===== src/rtl/mac_pkg.sv =====
// Shared defaults, control bundle and saturation constants for the MAC engine.
package mac_pkg;

    localparam int DATA_W_DEF = 4;
    localparam int ACC_W_DEF  = 16;
    localparam int CNT_W_DEF  = 8;

    typedef struct packed {
        logic valid;
        logic first;
        logic last;
    } p_ctl_t;

    // Constants are built at 64 bits and truncated to ACC_W by the caller.
    function automatic logic [63:0] sat_max(int acc_w, bit is_signed);
        logic [63:0] r;
        r = '1;
        r = r >> (64 - acc_w + (is_signed ? 1 : 0));
        return r;
    endfunction

    function automatic logic [63:0] sat_min(int acc_w, bit is_signed);
        logic [63:0] r;
        r = '0;
        if (is_signed) begin
            r = '1;
            r = r << (acc_w - 1);
        end
        return r;
    endfunction

endpackage


===== src/rtl/mac_mult_stage.sv =====
// Registered DATA_W x DATA_W multiplier with hold enable and sign select.
module mac_mult_stage
    import mac_pkg::*;
#(
    parameter int DATA_W = DATA_W_DEF,
    parameter int SIGNED = 0
) (
    input  logic                  clk,
    input  logic                  rst_n,
    input  logic                  en,
    input  logic                  accept,
    input  logic [DATA_W-1:0]     a,
    input  logic [DATA_W-1:0]     b,
    input  logic                  first,
    input  logic                  last,
    output p_ctl_t                p_ctl,
    output logic [2*DATA_W-1:0]   p_prod
);

    localparam int PW = 2 * DATA_W;

    logic [PW-1:0] a_x;
    logic [PW-1:0] b_x;
    logic [PW-1:0] prod;

    // A PW-bit product of extended operands is exact in both modes.
    always_comb begin
        if (SIGNED != 0) begin
            a_x = {{DATA_W{a[DATA_W-1]}}, a};
            b_x = {{DATA_W{b[DATA_W-1]}}, b};
        end else begin
            a_x = {{DATA_W{1'b0}}, a};
            b_x = {{DATA_W{1'b0}}, b};
        end
        prod = a_x * b_x;
    end

    always_ff @(posedge clk or negedge rst_n) begin
        if (!rst_n) begin
            p_ctl  <= '0;
            p_prod <= '0;
        end else if (en) begin
            p_ctl.valid <= accept;
            if (accept) begin
                p_prod      <= prod;
                p_ctl.first <= first;
                p_ctl.last  <= last;
            end
        end
    end

endmodule


===== src/rtl/mac_accum_pipe.sv =====
// Handshaked multiply-accumulate engine: one result per first/last-delimited run.
module mac_accum_pipe
    import mac_pkg::*;
#(
    parameter int DATA_W   = DATA_W_DEF,
    parameter int ACC_W    = ACC_W_DEF,
    parameter int CNT_W    = CNT_W_DEF,
    parameter int SIGNED   = 0,
    parameter int SATURATE = 1
) (
    input  logic              clk,
    input  logic              rst_n,
    input  logic              in_valid,
    output logic              in_ready,
    input  logic [DATA_W-1:0] in_a,
    input  logic [DATA_W-1:0] in_b,
    input  logic              in_first,
    input  logic              in_last,
    output logic              out_valid,
    input  logic              out_ready,
    output logic [ACC_W-1:0]  out_acc,
    output logic [CNT_W-1:0]  out_count,
    output logic              out_ovf
);

    localparam int PW = 2 * DATA_W;
    localparam int XW = ACC_W + 1 - PW;

    localparam logic [ACC_W-1:0] ACC_MAX = ACC_W'(sat_max(ACC_W, SIGNED != 0));
    localparam logic [ACC_W-1:0] ACC_MIN = ACC_W'(sat_min(ACC_W, SIGNED != 0));
    localparam logic [CNT_W-1:0] CNT_MAX = '1;
    localparam logic [CNT_W-1:0] CNT_ONE = CNT_W'(1);

    if (ACC_W < PW) begin : g_bad_acc_w
        $error("mac_accum_pipe: ACC_W must be at least 2*DATA_W");
    end

    logic              en;
    logic              accept;
    p_ctl_t            p_ctl;
    logic [PW-1:0]     p_prod;

    logic [ACC_W-1:0]  acc;
    logic [CNT_W-1:0]  cnt;
    logic              ovf_sticky;

    logic [ACC_W-1:0]  base;
    logic [ACC_W:0]    base_x;
    logic [ACC_W:0]    prod_x;
    logic [ACC_W:0]    sum;
    logic              ovf;
    logic [ACC_W-1:0]  acc_next;
    logic [CNT_W-1:0]  cnt_base;
    logic [CNT_W-1:0]  cnt_next;
    logic              ovf_next;
    logic              step;
    logic              load;

    // A pending result that is not being taken freezes the whole pipe.
    assign en       = !(out_valid && !out_ready);
    assign in_ready = en;
    assign accept   = in_valid && en;
    assign step     = en && p_ctl.valid;
    assign load     = step && p_ctl.last;

    mac_mult_stage #(
        .DATA_W (DATA_W),
        .SIGNED (SIGNED)
    ) u_mult (
        .clk    (clk),
        .rst_n  (rst_n),
        .en     (en),
        .accept (accept),
        .a      (in_a),
        .b      (in_b),
        .first  (in_first),
        .last   (in_last),
        .p_ctl  (p_ctl),
        .p_prod (p_prod)
    );

    always_comb begin
        base = p_ctl.first ? '0 : acc;
        if (SIGNED != 0) begin
            base_x = {base[ACC_W-1], base};
            prod_x = {{XW{p_prod[PW-1]}}, p_prod};
        end else begin
            base_x = {1'b0, base};
            prod_x = {{XW{1'b0}}, p_prod};
        end
        sum = base_x + prod_x;
        if (SIGNED != 0) begin
            ovf = (base_x[ACC_W-1] == prod_x[ACC_W-1])
               && (sum[ACC_W-1] != base_x[ACC_W-1]);
        end else begin
            ovf = sum[ACC_W];
        end
        acc_next = sum[ACC_W-1:0];
        // Signed overflow direction follows the common operand sign.
        if (ovf && SATURATE != 0) begin
            if (SIGNED != 0 && base[ACC_W-1]) begin
                acc_next = ACC_MIN;
            end else begin
                acc_next = ACC_MAX;
            end
        end
        cnt_base = p_ctl.first ? '0 : cnt;
        cnt_next = (cnt_base == CNT_MAX) ? cnt_base : cnt_base + CNT_ONE;
        ovf_next = (!p_ctl.first && ovf_sticky) || ovf;
    end

    always_ff @(posedge clk or negedge rst_n) begin
        if (!rst_n) begin
            acc        <= '0;
            cnt        <= '0;
            ovf_sticky <= 1'b0;
            out_valid  <= 1'b0;
            out_acc    <= '0;
            out_count  <= '0;
            out_ovf    <= 1'b0;
        end else begin
            if (step) begin
                acc        <= acc_next;
                cnt        <= cnt_next;
                ovf_sticky <= ovf_next;
            end
            if (load) begin
                out_valid <= 1'b1;
                out_acc   <= acc_next;
                out_count <= cnt_next;
                out_ovf   <= ovf_next;
            end else if (out_valid && out_ready) begin
                out_valid <= 1'b0;
            end
        end
    end

endmodule

===== config.mk =====
export PLATFORM = sky130hd
export DESIGN_NAME = mac_accum_pipe
export DESIGN_NICKNAME = d
export VERILOG_FILES = /design/src/rtl/mac_pkg.sv /design/src/rtl/mac_mult_stage.sv /design/src/rtl/mac_accum_pipe.sv
export SDC_FILE = /design/constraint.sdc
export NUM_CORES = 1
export LEC_CHECK = 0
export BUFFER_PORTS_ARGS = -buffer_cell sky130_fd_sc_hd__buf_2
export CAP_MARGIN = 20
export CORE_MARGIN = 5
export CORE_UTILIZATION = 40
export DETAILED_ROUTE_END_ITERATION = 8
export PLACE_DENSITY = 0.67
export SLEW_MARGIN = 0
export SYNTH_ARGS = -nofsm -noshare
export SYNTH_HDL_FRONTEND = slang
export SYNTH_SLANG_ARGS = --single-unit
export TNS_END_PERCENT = 5

===== constraint.sdc =====
create_clock -name clk -period 4.5 [get_ports clk]
set_clock_uncertainty 0.05 [all_clocks]
set_input_delay 0.225 -clock clk [delete_from_list [all_inputs] [get_ports clk]]
set_output_delay 0.225 -clock clk [all_outputs]
set_load 0.01 [all_outputs]

# Yosys cells after proc, flatten, opt, wreduce, memory -nomap -nowiden
# Cells that the tools add are included.
# classes
add_sub_neg,2
n_mul,1
div_mod_pow,0
n_lt_le_gt_ge,0
eq_ne,1
shift,0
muxes,6
bitwise,1
reduce_logical,12
# ops
op,n
$mux W16,2
$add A16 B8 Y17,1
$mux W8,2
$add A8 B1 Y8 const B,1
$eq A8 B8 Y1 const B,1
$mul A4 B4 Y8,1
$logic_and A1 B1 Y1,6
$logic_not A1 Y1,3
$mux W1,2
$reduce_and A2 Y1,1
$reduce_bool A2 Y1,1
$logic_or A1 B1 Y1,1
$not A1 Y1,1
# totals
ff_bits,62
latch_bits,0
ram_bits,0
rom_bits,0
in_bits,14
out_inout_bits,27
wordCells,34
memories,0

# Depth between registers and ports, before layout
# Gate-level depths: netlist of the first run.
# logic_depth
ltp_word,6
depth_mapped,11
mapped_depth_nobuf,11

# Cells and area by module
# From an unflattened synthesis of the first run, not the netlist that was laid out.
# hier_totals
hier_cells,403
hier_area_um2,3846.2
# by_module_without_submodules
module,instances,cells_each,area_each_um2,seq_area_each_um2
mac_accum_pipe,1,319,2979.1,1276.2
mac_mult_stage,1,84,867.1,275.3

# Least setup slack after synthesis of the first run
# Ideal clock, no wire load.
# synth_timing
path_type,register to register
from,register u_mult.p_ctl[1] (netlist name)
to,register out_acc[12]
t_arrival_ps,2612
required_time_ps,4354
path_slack_ps,1742
path_stages_with_launch,12
n_path_buf,2
synth_period_minus_slack_ps,2758
path_cell_list,dfrtp_1 buf_2 clkbuf_1 nor2b_1 ha_1 fa_1 a211oi_2 o21ai_1 a31oi_1 nor3_1 and2_1 o31ai_1
# synth_via
elab_chain_cells,3
# synth_lines
element,line_no,rtl
$mux W16,mac_accum_pipe.sv:83,base = p_ctl.first ? '0 : acc;
$add A16 B8 Y17,mac_accum_pipe.sv:91,sum = base_x + prod_x;
$mux W16,mac_accum_pipe.sv:100,if (ovf && SATURATE != 0) begin
to (signal assigned),mac_accum_pipe.sv:129,out_acc <= acc_next;
to (decl),mac_accum_pipe.sv:21,"output logic [ACC_W-1:0] out_acc,"
# Every way passes these cells.
# A chain may end at the register's enable or synchronous reset.

# Final worst setup path of the first run
# layout_timing
from,register u_mult.p_ctl[1] (netlist name)
to,register out_acc[12]
# layout_via
elab_chain_cells,3
# layout_lines
element,line_no
$mux W16,mac_accum_pipe.sv:83
$add A16 B8 Y17,mac_accum_pipe.sv:91
$mux W16,mac_accum_pipe.sv:100
# Every way passes these cells.

==> impl_metrics.csv, run 1 <==
group,metric,value,unit
clocking,numCtsBuffers,9,
global_route,grt_pass1_wl,13.3,mm
route,ant_nets,0,
logic_synthesis,syn_area_per_cell,9.13,um2
timing,max_freq,347,MHz
finish,fillers,891,
floorplan,rows,35,
route,drt_iter0_markers,145,
clocking,cts_root_buffer,"clkbuf_8",
logic_synthesis,synthTopCellsByArea,"dfrtp_1 (42%), nand2_1 (8.0%), ha_1 (7.1%), o21ai_0 (5.2%), a21oi_1 (3.3%)",
global_route,grt_pass1_vias,2894,
logic_synthesis,syn_nets,443,
floorplan,design.core.area,9110,um2
finish,final_cell_mix,"nand2_1 (78), dfrtp_1 (62), buf_2 (40)",
floorplan,dieArea,11200,um2
setup_path,critPathKind,"reg -> reg",
setup_path,critPathMaxStageDelay,0.66,ns
timing,fin_crit,2.89,ns
timing,rsz0062_at_grt,"no",
floorplan,initial_core_util,40.4,%
logic_synthesis,ys_types,52,
logic_synthesis,synth_top_area_cell,"dfrtp_1",
logic_synthesis,ys_seq_area_share,42.2,%
setup_path,crit_fanout,16,
floorplan,die_w,106,um
clocking,clkTransAtPathRegs,0.07,ns
placement,gp_congestion,0.863,
setup_path,crit_required,4.70,ns
outcome,outcome,"finished clean",
finish,final_area,4130,um2
flow_run,maxCapViolCount,0,
logic_synthesis,syn_area,3680,um2
clocking,insertion_delay,0.34,ns
placement,portBuffers,40,
floorplan,die_h,106,um
setup_path,path_cells,"nor2b_1 > ha_1 > fa_1 > a211oi_2 > o21ai_1 > a31oi_1 > nor3_1 > and2_1 > o31ai_1",
clocking,hold_buffers,0,
logic_synthesis,synthFlopType,"dfrtp_1",
global_route,grt_max_degree,63,
timing,max_slew_margin,33.6,%
setup_path,crit_path_start_kind,"flip-flop",
global_route,antenna_found_initial,0,
pwr,powerDensity,483,nW/um2
pwr,ir_worst_vdd,0.235,mV
logic_synthesis,synth_cells,403,
floorplan,ioPinCount,41,
clocking,clockBufferDepth,2,
timing,tightestPinTransition,0.994,ns
placement,dp_hpwl,5.47,mm
setup_path,crit_slowest_cell,"dfrtp_1",
route,vias,2894,
setup_path,endpoint_kind,"flip-flop",
placement,place_area,3970,um2
clocking,post_cts_resized,0,
finish,syn_to_final_growth,12.4,%
logic_synthesis,synth_edf_count,0,
finish,n_antenna_cell,0,
logic_synthesis,synth.top_cell.area_share,42.2,%
route,drc_errors,0,
setup_path,worstPathArrival,3.08,ns
logic_synthesis,ys_ff_latch,62,
global_route,grt_use_total,14.5,%
route,wl_per_cell,13.4,um
pwr,leakage,2.02,nW
clocking,post_cts_buffers,0,
finish,fin_nets,480,
global_route,grt-ovfl-total,0,
finish,layout_commonest_cell,"nand2_1",
logic_synthesis,synthArstFlopShare,100,%
timing,finalCritPeriodShare,64.1,%
route,routed_wl,7.48,mm
clocking,cts_tree,"done",
route,vias_per_cell,5.21,
finish,drive_above_1_share,16.9,%
clocking,h-tree-depth,3,
route,dr.pass1.iters,4,
timing,slew_violations,0,
worst_hold_path,min_path_type,"in -> async",
logic_synthesis,yosys_warnings,0,
clocking,clock-sinks,62,
timing,timing.final.hold_violations,0,
timing,tns,0,ns
timing,setup_violations,0,
==> worst max-delay path, delay by kind of cell, from the launching register on <==
kind | cells | cell delay, ns
AO/OA/AOI/OAI | 4 | 1.00
adder cells (fa/ha/maj) | 2 | 0.68
flip-flops | 1 | 0.66
AND/OR/NAND/NOR | 3 | 0.41
==> state kept, by name (all words and copies together) (netlist names) <==
register,flops
out_acc,16
ovf_sticky,1
out_valid,1
u_mult.p_ctl,3
acc,16
out_ovf,1
out_count,8
cnt,8
u_mult.p_prod,8
==> stage by stage <==
| stage | total power [mW] | std cells | hold WS, ns | setup slack (ns) | utilization, % |
|---|---|---|---|---|---|
| after floorplan | 1.37 | 403 | -0.121 | 1.74 | - |
| after global placement | 1.58 | 540 | 0.391 | 1.67 | 43.5 |
| after detailed placement | 1.60 | 540 | 0.397 | 1.60 | 43.5 |
| after CTS | 2.03 | 556 | 0.0289 | 1.57 | 45.4 |
| after global routing | 2.17 | 556 | 0.0649 | 1.36 | 45.4 |
| final | 2.00 | 556 | 0.00651 | 1.61 | 45.4 |
==> synthesized netlist by cell type (2+ instances only) <==
cell type and count:
and2_1 12, buf_2 2, nor3_1 7, o21a_1 2
nor2b_1 14, o211ai_1 2, inv_1 12, mux2_2 5
xnor2_1 9, or2_2 2, fa_1 5, mux2i_1 5
nand4_1 2, xor2_1 7, o21ai_0 38, o31a_1 3
o22a_1 2, a21oi_1 24, buf_1 2, nor2_2 2
nand3_1 8, a31oi_1 5, clkbuf_1 11, nor2_1 22
nand2_1 78, dfrtp_1 62, ha_1 21, a21o_1 6
buf_4 2, o31ai_1 5, and3_1 5
==> per-layer routing <==
metal / vias to the layer above / GRT usage, % / share of wire (%)
li1: 1470 / - / -
met1: 1353 / 18.2 / 47
met2: 57 / 24.5 / 47
met3: 14 / 3.83 / 4.1
met4: 0 / 4.63 / 1.9
met5: - / 0 / 0
==> kinds of logic after synthesis <==
logic type               count (synthesis)  synth area share (%)
XOR/XNOR                                16                  3.81
AO/OA/AOI/OAI                          100                  17.5
flip-flops                              62                  42.2
adder cells (fa/ha/maj)                 26                  9.86
AND/OR/NAND/NOR                        158                  20.0
multiplexers                            11                  3.30
buffers and inverters                   30                  3.33
==> worst paths after layout <==
path / startpoint / end / slack, ns / cells past startpoint
worst min register to register: out_acc[14] / out_acc[14] / 0.42 / 2
worst min-delay path: rst_n / out_acc[13] / 0.007 / 2
worst max register to register: u_mult.p_ctl[1] / out_acc[12] / 1.61 / 9
min in group clk: in_last / u_mult.p_ctl[0] / 0.07 / 2
max in group asynchronous: rst_n / cnt[1] / 3.87 / 2
worst max-delay path: u_mult.p_ctl[1] / out_acc[12] / 1.61 / 9
==> layout make-up <==
| cell class | instances | area, um2 | area share, % |
|---|---|---|---|
| clock inverter | 4 | 22.5 | 0.545 |
| clock buffer | 12 | 145 | 3.51 |
| tap | 111 | 139 | 3.36 |
| sequential | 62 | 1550 | 37.5 |
| multi-input combinational | 311 | 2000 | 48.5 |
| timing repair buffer | 43 | 223 | 5.39 |
| inverter | 13 | 48.8 | 1.18 |
==> power by group <==
part	switching, mW	internal (mW)
combinational	0.433	0.311
sequential	0.113	0.719
clock	0.209	0.212
total	0.755	1.24
Note: power is estimated with default switching activity, not from simulation.
==> run 2: changes to the inputs <==
- ABC_AREA: not set -> 1
- PLACE_DENSITY: 0.67 -> 0.69
- clock period: 4.5 -> 2.6 ns (I/O delays scaled with it)
==> impl_metrics.csv, run 2 <==
group,metric,value,unit
timing,max_slew_margin,66.4,%
flow_run,maxCapViolCount,0,
finish,syn_to_final_growth,18.4,%
timing,fin_crit,2.33,ns
placement,gp_congestion,0.859,
placement,placed_cells,716,
clocking,clkTransAtPathRegs,0.07,ns
timing,max_freq,429,MHz
logic_synthesis,syn_nets,583,
logic_synthesis,synth_common_cells,"nand2_1 (236), inv_1 (78), dfrtp_1 (62)",
floorplan,dieArea,11800,um2
global_route,grt_pass1_wl,15.1,mm
route,ant_nets,0,
global_route,grt_use_total,16.1,%
floorplan,ioPinCount,41,
placement,portBuffers,40,
logic_synthesis,yosys_warnings,0,
finish,utilization,47.9,%
setup_path,crit_path_start_kind,"flip-flop",
finish,layout_commonest_cell,"nand2_1",
worst_hold_path,holdPathStages,3,
pwr,leakage,2.76,nW
route,drt_iter0_markers,163,
floorplan,initial_core_util,40.4,%
finish,final_area,4610,um2
logic_synthesis,synth.most_common_cell,"nand2_1",
logic_synthesis,synth_top_area_cell,"dfrtp_1",
worst_hold_path,min_path_type,"in -> reg",
logic_synthesis,synth_cells,543,
global_route,antenna_found_initial,0,
route,dr.pass1.iters,4,
timing,finalCritPeriodShare,89.7,%
setup_path,endpoint_kind,"flip-flop",
clocking,h-tree-depth,3,
finish,final_cell_mix,"nand2_1 (236), inv_1 (78), dfrtp_1 (62)",
logic_synthesis,synthTopCellsByArea,"dfrtp_1 (40%), nand2_1 (23%), inv_1 (7.5%), ha_1 (6.7%), nand3_1 (3.9%)",
logic_synthesis,ys_seq_area_share,39.8,%
logic_synthesis,synth_edf_count,0,
logic_synthesis,ys_ff_latch,62,
clocking,cts_tree,"done",
logic_synthesis,synthFlopType,"dfrtp_1",
setup_path,crit_fanout,15,
route,wl_per_cell,11.5,um
route,routed_wl,8.52,mm
clocking,clock-sinks,62,
timing,timing.final.hold_violations,0,
route,vias,3420,
finish,n_antenna_cell,0,
timing,setup_violations,0,
floorplan,die_h,109,um
finish,top_regs,"acc (16), out_acc (16)",
route,drc_errors,0,
timing,slew_violations,0,
finish,fin_nets,645,
clocking,numCtsBuffers,9,
floorplan,rows,36,
logic_synthesis,ys_types,29,
finish,final_cells,743,
clocking,cts_root_buffer,"clkbuf_8",
logic_synthesis,synthArstFlopShare,100,%
pwr,ir_worst_vdd,0.309,mV
pwr,powerDensity,756,nW/um2
clocking,insertion_delay,0.35,ns
global_route,grt_max_degree,28,
global_route,grt-ovfl-total,0,
setup_path,worstPathArrival,2.51,ns
placement,dp_hpwl,6.37,mm
route,vias_per_cell,4.60,
logic_synthesis,syn_area,3890,um2
logic_synthesis,synth.top_cell.area_share,39.8,%
placement,place_area,4280,um2
logic_synthesis,syn_area_per_cell,7.17,um2
pwr,power,3.49,mW
timing,rsz0062_at_grt,"no",
clocking,clockBufferDepth,2,
setup_path,crit_required,2.78,ns
setup_path,critPathKind,"reg -> reg",
floorplan,die_w,109,um
floorplan,design.core.area,9640,um2
outcome,outcome,"finished clean",
global_route,grt_pass1_vias,3416,
setup_path,r2r_cells,11,
finish,drive_above_1_share,16.6,%
timing,tightestPinTransition,0.502,ns
## run 2: cell types whose count changed after synthesis, sizes merged, moves of 6 or more
cell	before	now
nor2	24	30
and2	13	0
nor2b	14	0
mux2	6	0
a21o	6	0
nand2	78	241
o21ai	40	30
nand3	8	39
o31ai	6	0
xnor2	9	0
a21oi	25	4
nor3	7	1
inv	12	80
## run 2: power by group
group | switching (mW) | total, mW | internal [mW]
logic | 0.753 | 1.19 | 0.438
clock network | 0.396 | 0.988 | 0.592
registers | 0.119 | 1.31 | 1.19
## run 2: cell type report
cell class / count / area (um2)
clock buffer: 11 / 151
clock inverter: 5 / 81.3
fill: 970 / 5030
inverter: 80 / 303
multi-input combinational: 388 / 1970
sequential: 62 / 1550
tap: 133 / 166
timing repair buffer: 64 / 394
## run 2: per-layer routing
layer | GRT usage (%) | vias to the layer above | routed length [um] | share of wire (%)
li1 | - | 1794 | - | -
met1 | 20.7 | 1554 | 4120 | 48
met2 | 27.2 | 60 | 3930 | 46
met3 | 2.25 | 12 | 297 | 3.5
met4 | 6.85 | 0 | 175 | 2.1
met5 | 0 | - | 0 | 0
## run 2: metrics by stage
stage	hold WS (ns)	setup WS [ns]	setup TNS [ns]
finish	0.0337	0.267	0
global route	0.0643	0.0309	0
CTS	0.0186	0.193	0
detailed placement	0.0662	-0.0652	-0.0652
global placement	0.0575	0.0149	0
floorplan	-0.216	0.163	0
## run 2: logic make-up after synthesis
group | Yosys count | share of synthesized area (%)
buffers and inverters | 93 | 9.70
AO/OA/AOI/OAI | 36 | 4.72
adder cells (fa/ha/maj) | 26 | 9.32
AND/OR/NAND/NOR | 322 | 35.5
flip-flops | 62 | 39.8
XOR/XNOR | 4 | 0.899
## run 2: what timing repair did
item / in CTS / in global routing
hold endpoints to repair: 23 / 0
resized for setup: 0 / 1
setup endpoints to repair: 0 / 4
hold buffers: 4 / 0
buffers inserted: 0 / 7
## run 2: path summary, 6_finish.rpt
check                      slack, ns            start          endpoint
setup reg to reg                0.27  u_mult.p_ctl[1]            acc[2]
hold / removal                  0.03          in_b[0]  u_mult.p_prod[0]
min in group asynchronous       0.22            rst_n   u_mult.p_ctl[2]
hold reg to reg                 0.42     out_count[0]      out_count[0]
setup / recovery                0.27  u_mult.p_ctl[1]            acc[2]
max in group asynchronous       1.63            rst_n       out_acc[15]
## run 2: critical path: stages (launching register included)
cell     delay, ns
dfrtp_1       0.42
nor2_1        0.08
ha_1          0.21
fa_1          0.39
nand2_1       0.10
nand3_1       0.11
nand4_1       0.14
nand2_1       0.14
nand3_4       0.22
o21ai_0       0.19
nand2_1       0.09
o21ai_0       0.07
==> run 3: changes to the inputs <==
- PLACE_DENSITY: 0.69 -> not set
- clock period: 2.6 -> 2.66 ns (I/O delays scaled with it)
==> impl_metrics.csv, run 3 (synthesis gave the netlist of run 2 again) <==
group,metric,value,unit
outcome,outcome,"finished clean",
setup_path,r2r_end,"ovf_sticky",
route,dr.pass1.iters,4,
clocking,clock-sinks,62,
setup_path,crit_slowest_cell,"dfrtp_1",
clocking,post_cts_resized,0,
worst_hold_path,min_path_type,"in -> reg",
route,wl_per_cell,11.5,um
timing,setup_violations,0,
timing,setup_slack,0.302,ns
placement,gp_congestion,0.840,
placement,place_area,4250,um2
floorplan,die_w,109,um
clocking,cts_root_buffer,"clkbuf_8",
floorplan,design.core.area,9640,um2
setup_path,path_buf_inv,1,
global_route,grt_max_degree,45,
flow_run,maxCapViolCount,0,
setup_path,critPathMaxStageDelay,0.41,ns
finish,final_area,4520,um2
timing,fin_crit,2.36,ns
finish,layout_commonest_cell,"nand2_1",
route,drc_errors,0,
finish,seq_area,1550,um2
pwr,ir_worst_vdd,0.257,mV
global_route,grt_pass1_vias,3318,
timing,timing.final.hold_violations,0,
global_route,grt-ovfl-total,0,
clocking,numCtsBuffers,9,
finish,syn_to_final_growth,15.9,%
timing,slew_violations,0,
global_route,grt_pass1_wl,15.0,mm
clocking,post_cts_buffers,0,
clocking,h-tree-depth,3,
placement,dp_hpwl,6.27,mm
setup_path,critPathKind,"reg -> reg",
floorplan,die_h,109,um
finish,fin_nets,634,
timing,rsz0062_at_grt,"no",
route,vias,3338,
placement,portBuffers,40,
route,drt_iter0_markers,147,
timing,finalCritPeriodShare,88.7,%
setup_path,crit_fanout,16,
timing,max_freq,424,MHz
setup_path,path_cells,"buf_4 > nor2_1 > ha_1 > a21oi_1 > nor2_1 > nor2_1 > nand2_1 > nand3_4 > o21ai_0 > nand2_1 > o21ai_0",
finish,fillers,1040,
finish,multi_input_area,1970,um2
worst_hold_path,hold_end,"u_mult.p_prod[0]",
clocking,clockBufferDepth,2,
finish,top_regs,"acc (16), out_acc (16)",
setup_path,r2r_slack,0.30,ns
setup_path,worstPathArrival,2.52,ns
clocking,cts_tree,"done",
timing,tns,0,ns
route,ant_nets,0,
setup_path,endpoint_kind,"flip-flop",
setup_path,path_depth,11,
global_route,antenna_found_initial,0,
clocking,insertion_delay,0.34,ns
setup_path,cpMostUsedCell,"nor2_1",
clocking,clkTransAtPathRegs,0.08,ns
floorplan,initial_core_util,40.4,%
placement,dp_slack,-0.0380,ns
floorplan,dieArea,11800,um2
finish,n_antenna_cell,0,
pwr,powerDensity,743,nW/um2
timing,tightestPinTransition,0.957,ns
worst_hold_path,hp-start,"in_b[0]",
global_route,grt_use_total,15.8,%
pwr,leakage,2.71,nW
timing,max_slew_margin,36.2,%
worst_hold_path,holdPathStages,3,
setup_path,crit_family,"simple AND/OR/NAND/NOR gates",
floorplan,rows,36,
finish,drive_above_1_share,15.0,%
setup_path,r2r_cells,11,
setup_path,crit_required,2.82,ns
route,routed_wl,8.44,mm
floorplan,ioPinCount,41,
setup_path,crit_path_start_kind,"flip-flop",
finish,final_cell_mix,"nand2_1 (236), inv_1 (78), dfrtp_1 (62)",
route,vias_per_cell,4.56,
setup_path,r2r-start,"u_mult.p_ctl[1]",
[run 3: changes by cell type in the layout (fill, tap and decap cells not counted), sizes merged]
cell and delta:
clkinvlp +1, inv +1, buf -11, clkbuf -2
[run 3: worst reg2reg max path, stage by stage (launching register included)]
cell and delay [ns]:
dfrtp_1 0.41, buf_4 0.25, nor2_1 0.08, ha_1 0.33, a21oi_1 0.22, nor2_1 0.06
nor2_1 0.13, nand2_1 0.14, nand3_4 0.23, o21ai_0 0.18, nand2_1 0.08, o21ai_0 0.07
[run 3: cell type report]
cell class	instances	area share, %
Multi-Input combinational cell	388	43.5
Sequential cell	62	34.4
Timing Repair Buffer	53	6.82
Inverter	80	6.71
Tap cell	133	3.69
Clock buffer	9	2.74
Clock inverter	7	2.16
[run 3: repair_timing]
item | in CTS | in global routing
hold buffers | 4 | 0
endpoints found under the setup margin | 0 | 0
hold endpoints to repair | 45 | 0
[run 3: per-stage QoR]
step                      total power, mW  hold WS, ns  utilization [%]  std cells
after floorplan                      2.10       -0.213                -        543
after global placement               2.42        0.292             44.1        712
after detailed placement             2.44        0.293             44.1        712
after CTS                            3.40       0.0146             46.8        732
after global routing                 3.64       0.0617             46.8        732
final                                3.35       0.0310             46.8        732
[run 3: routing by layer]
| layer | GRT usage, % | share of wire [%] |
|---|---|---|
| met4 | 4.69 | 0.83 |
| met2 | 26.1 | 46 |
| met5 | 0 | 0 |
| met1 | 21.3 | 50 |
| met3 | 2.72 | 3.0 |
[run 3: where the power goes]
part / switching (mW) / internal (mW)
Combinational: 0.721 / 0.420
Sequential: 0.118 / 1.17
Clock: 0.399 / 0.530
Total: 1.24 / 2.11
[run 3: how the worst max path moves through the flow]
stage                          startpoint                to  slack, ns
after floorplan                   in_a[0]  u_mult.p_prod[6]       0.22
after global routing      u_mult.p_ctl[1]            acc[2]       0.03
after detailed placement          in_b[3]  u_mult.p_prod[6]      -0.04
after global placement            in_b[3]  u_mult.p_prod[6]       0.04
final                     u_mult.p_ctl[1]        ovf_sticky       0.30
after CTS                 u_mult.p_ctl[1]        ovf_sticky       0.29
